--- src/rtl/orientation_sequencer.sv ---
// orientation_sequencer: takes two location fixes with a straight move in between,
// then hands them to orientation_math and latches its result.
module orientation_sequencer #(
    parameter int MOVE_CYCLES    = 25000000,
    parameter int MATH_CYCLES    = 4,
    parameter int TIMEOUT_CYCLES = 50000000,
    parameter int MAX_RETRIES    = 2
) (
    input  logic        clock,
    input  logic        reset,
    input  logic        start,
    input  logic        loc_valid,
    input  logic [11:0] loc_r_theta,
    input  logic [3:0]  math_orientation,
    output logic        loc_request,
    output logic        move_forward,
    output logic [11:0] math_orig,
    output logic [11:0] math_final,
    output logic [3:0]  orientation,
    output logic        done,
    output logic        busy,
    output logic        error
);
    localparam int MAX_MT = MOVE_CYCLES > MATH_CYCLES ? MOVE_CYCLES : MATH_CYCLES;
    localparam int MAX_C  = MAX_MT > TIMEOUT_CYCLES ? MAX_MT : TIMEOUT_CYCLES;
    localparam int CW     = $clog2(MAX_C + 1);
    localparam int RW     = $clog2(MAX_RETRIES + 2);

    typedef enum logic [2:0] {IDLE, REQ1, WAIT1, MOVE, REQ2, WAIT2, MATH, FINISH} state_t;

    state_t        state, state_n;
    logic [CW-1:0] cnt;
    logic [RW-1:0] retry, retry_n;
    logic          err_n, good;

    assign good         = loc_valid && loc_r_theta[7:0] != 8'd0 && loc_r_theta[11:8] inside {[4'd1:4'd6]};
    assign loc_request  = state == REQ1 || state == REQ2;
    assign move_forward = state == MOVE;
    assign busy         = state != IDLE;

    always_comb begin
        state_n = state;
        retry_n = retry;
        err_n   = error;
        case (state)
            IDLE: if (start) begin
                state_n = REQ1;
                retry_n = '0;
                err_n   = 1'b0;
            end
            REQ1: state_n = WAIT1;
            REQ2: state_n = WAIT2;
            WAIT1, WAIT2: if (loc_valid) begin
                if (good) begin
                    state_n = state == WAIT1 ? MOVE : MATH;
                    retry_n = state == WAIT1 ? '0 : retry;
                end else if (retry == RW'(MAX_RETRIES)) begin
                    state_n = IDLE;
                    err_n   = 1'b1;
                end else begin
                    state_n = state == WAIT1 ? REQ1 : REQ2;
                    retry_n = retry + 1'b1;
                end
            end else if (cnt == CW'(TIMEOUT_CYCLES - 1)) begin
                state_n = IDLE;
                err_n   = 1'b1;
            end
            MOVE:   state_n = cnt == CW'(MOVE_CYCLES - 1) ? REQ2 : MOVE;
            MATH:   state_n = cnt == CW'(MATH_CYCLES - 1) ? FINISH : MATH;
            FINISH: state_n = IDLE;
            default: state_n = IDLE;
        endcase
    end

    // cnt restarts on every state change and never runs while idle
    always_ff @(posedge clock) begin
        if (reset) begin
            state       <= IDLE;
            cnt         <= '0;
            retry       <= '0;
            error       <= 1'b0;
            done        <= 1'b0;
            orientation <= '0;
            math_orig   <= '0;
            math_final  <= '0;
        end else begin
            state <= state_n;
            cnt   <= (state_n != state || state == IDLE) ? '0 : cnt + 1'b1;
            retry <= retry_n;
            error <= err_n;
            done  <= state == FINISH;
            if (state == FINISH) orientation <= math_orientation;
            if (state == WAIT1 && good) math_orig <= loc_r_theta;
            if (state == WAIT2 && good) math_final <= loc_r_theta;
        end
    end
endmodule

--- config.mk ---
export PLATFORM = sky130hd
export DESIGN_NAME = orientation_sequencer
export DESIGN_NICKNAME = d
export VERILOG_FILES = /design/src/rtl/orientation_sequencer.sv
export SDC_FILE = /design/constraint.sdc
export NUM_CORES = 1
export LEC_CHECK = 0
export CAP_MARGIN = 20
export CORE_ASPECT_RATIO = 1.2
export CORE_MARGIN = 2
export CORE_UTILIZATION = 55
export CTS_CLUSTER_SIZE = 16
export DETAILED_ROUTE_END_ITERATION = 8
export PLACE_DENSITY = 0.87
export SYNTH_ARGS = -nofsm -noshare
export SYNTH_HDL_FRONTEND = slang
export SYNTH_SLANG_ARGS = --single-unit
--- constraint.sdc ---
create_clock -name clock -period 3.8 [get_ports clock]
set_input_delay 0.76 -clock clock [delete_from_list [all_inputs] [get_ports clock]]
set_output_delay 0.76 -clock clock [all_outputs]
set_load 0.02 [all_outputs]
==> results.md <==
- Status: complete, no violations
- Flops & latches, synth: 61
- Fin worst setup slack: 830 ps
- Area Growth Syn to Fin: 26.6%
- DRC viols: 0
- Min cycle time layout: 2970 ps
- LEAKAGE: 1.39 nW
- Post-synthesis sequential area ratio: 41.3%
- Post-synth top area share: 41.3%
- Main synth FF type: dfxtp_1
- Critical path type: input port to register
- Die Height: 84.4 µm
- Seq. cell area: 1220 µm²
- Max-cap violations: 0
- Final hold violation count: 0
- Worst Path Arrival: 3180 ps
- Via count: 2547
- Adder-Cell Fraction of Synth Area: 0.846%
- Clock Path Buffers: 2
- Fin Setup TNS: 0 ps
- Worst Path Required: 4010 ps
- Initial Utilization: 56.6%
- Fmax: 337 MHz
- CP Capture Type: register
- CTS tree: yes
- Worst slew margin: 47.9%
- Simple-gate share of the synthesized area: 30.6%
- EDFF count, synth: 0
- Drt wl/cell: 15.7 µm
- Worst-Skew Late Latency: 340 ps
- Largest family of logic cells by synthesized area: simple AND/OR/NAND/NOR gates
- Worst Setup Start Kind: input port
- Detail Route Antenna Nets: 0
- Ys async rst share: 0%
- Wirelength, routed: 6.91 mm
- Power Dens Cells: 473 nW/µm²
- Cell taking the most area after synthesis: dfxtp_1
- Count leader, synth: dfxtp_1
- Antenna cells: 0
- Fill cells: 401
- Die area: 5990 µm²
- Rows: 29
- Worst-path clk slew: 60 ps
- Postcts setup bufs: 0
- First-pass GRT wire length: 11.8 mm
- Mean Syn Cell Area: 9.19 µm²
- Final setup fails: 0
- Min-delay worst type: register to register
- Unique masters post-synth: 49
- GPL Wtd Cong: 0.900
- Commonest cells in the synthesized netlist: 61 x dfxtp_1, 47 x nor2_1, 27 x mux2i_1, 21 x nor3_2, 18 x nand2_1
- Post-synthesis mux area share: 9.13%
- Vias per cell: 5.78
- Layout cells sized above 1: 13.5%
- Multi-input logic area: 1630 µm²
- Clock skew: 6.41 ps
- Clock Tree Root: clkbuf_8
- H-tree levels: 3
- Synth top area cells: dfxtp_1 41%, mux2i_1 9.1%, nor3_2 7.1%
- Post-DP HPWL: 4.91 mm
- Post-synthesis compound-gate area fraction: 7.44%
- Num CTS Buffers: 9
- Die Width: 71.0 µm
- Largest net degree at the start of global routing: 33
- Syn. warnings: 0
- Fin crit share: 78.2%
- Synth Instances: 322
- Setup WS pre-CTS: 440 ps
- Nets@finish: 396
- Pre-antenna DRT Iters: 4
- Port Buffers: 52
- I/O pins: 53
- RSZ-0062 raised after global routing: false
- Max VDD drop: 0.327 mV
- Initial drt markers: 132
- Slew @ Worst Pin: 775 ps
- Post-Syn Nets: 344
- Antenna violations before repair: 0
- Synthesized cell area: 2960 µm²
- Total grt overflow: 0
- Total track usage: 24.5%
- Max Slew Vio Count: 0
- Vias in the first global route: 2563
- Post-CTS Hold Fix Bufs: 0
- Post_cts resized: 0
- Core footprint: 5230 µm²
- Crit-path max FO: 15
- Num Clock Sinks: 61
- Post-Synth XOR/XNOR Area: 7.10%
-- routing by layer --
layer / vias to the layer above / global-route usage, % / part of all wire [%]
met2: 78 / 41.1 / 51
met3: 20 / 10.2 / 7.1
met1: 1197 / 27.6 / 40
met5: - / 0 / 0
li1: 1252 / - / -
met4: 0 / 9.43 / 2.2
-- state kept, by name (all words and copies together) (netlist names) --
| signal | cells |
|---|---|
| cnt | 26 |
| math_orig | 12 |
| state | 3 |
| math_final | 12 |
| retry | 2 |
| orientation | 4 |
| error | 1 |
| done | 1 |
-- layout by cell type (no fill, tap or decap), drive strengths merged, types with 2 or more instances in the layout --
master and n:
and3 7, xnor2 11, and4 5, o21ai 9, a311oi 2, nor2b 2
bufinv 3, nand2b 4, nand3 17, nor2 47, nor3b 2, clkbuf 12
a31oi 2, nor4 9, ha 2, dfxtp 61, inv 6, xor2 13
nand4 7, mux2i 27, a21oi 7, nor3 32, buf 4, nand2 18
clkdlybuf4s50 52
-- area by class of cell --
| type | instances | share of cell area (%) |
|---|---|---|
| sequential | 61 | 32.6 |
| clock inverter | 4 | 2.54 |
| inverter | 6 | 0.601 |
| clock buffer | 12 | 3.87 |
| multi-input combinational | 240 | 43.6 |
| tap | 62 | 2.07 |
| timing repair buffer | 56 | 14.7 |
-- worst paths after layout --
check,depth (start not counted),slack (ps),end,startpoint
hold reg to reg,1,460,cnt[0]$_SDFF_PP0_,cnt[0]$_SDFF_PP0_
setup / recovery,8,830,cnt[24]$_SDFF_PP0_,loc_valid
hold / removal,1,460,cnt[0]$_SDFF_PP0_,cnt[0]$_SDFF_PP0_
setup reg to reg,8,1220,cnt[24]$_SDFF_PP0_,cnt[0]$_SDFF_PP0_
-- kinds of logic (layout without fill, tap and decap cells) --
family                   Yosys count  in the layout
adder cells (fa/ha/maj)            2              2
XOR/XNOR                          24             24
buffers and inverters             21             78
flip-flops                        61             61
AND/OR/NAND/NOR                  155            155
AO/OA/AOI/OAI                     32             32
multiplexers                      27             27
-- per-stage QoR --
stage | cells | total power [mW] | instance area, µm² | hold slack [ps] | util (%)
after floorplan | 322 | 0.985 | 2960 | 431 | -
after global placement | 425 | 1.06 | 3510 | 448 | 67.1
after detailed placement | 425 | 1.08 | 3510 | 454 | 67.1
after CTS | 441 | 1.78 | 3750 | 463 | 71.7
after global routing | 441 | 1.84 | 3750 | 496 | 71.7
final | 441 | 1.77 | 3750 | 460 | 71.7
-- power by group --
group / switching (mW) / internal [mW] / total (mW)
clock network: 0.249 / 0.453 / 0.703
registers: 0.0386 / 0.656 / 0.694
logic: 0.243 / 0.130 / 0.374
total: 0.531 / 1.24 / 1.77
-- critical path: stages --
cell	delay (ps)
clkdlybuf4s50_1	660
inv_1	120
a211o_1	300
nor3_2	200
nor4_1	140
a21oi_2	530
buf_4	390
nor3_2	80
(Power assumes the default switching activity.)
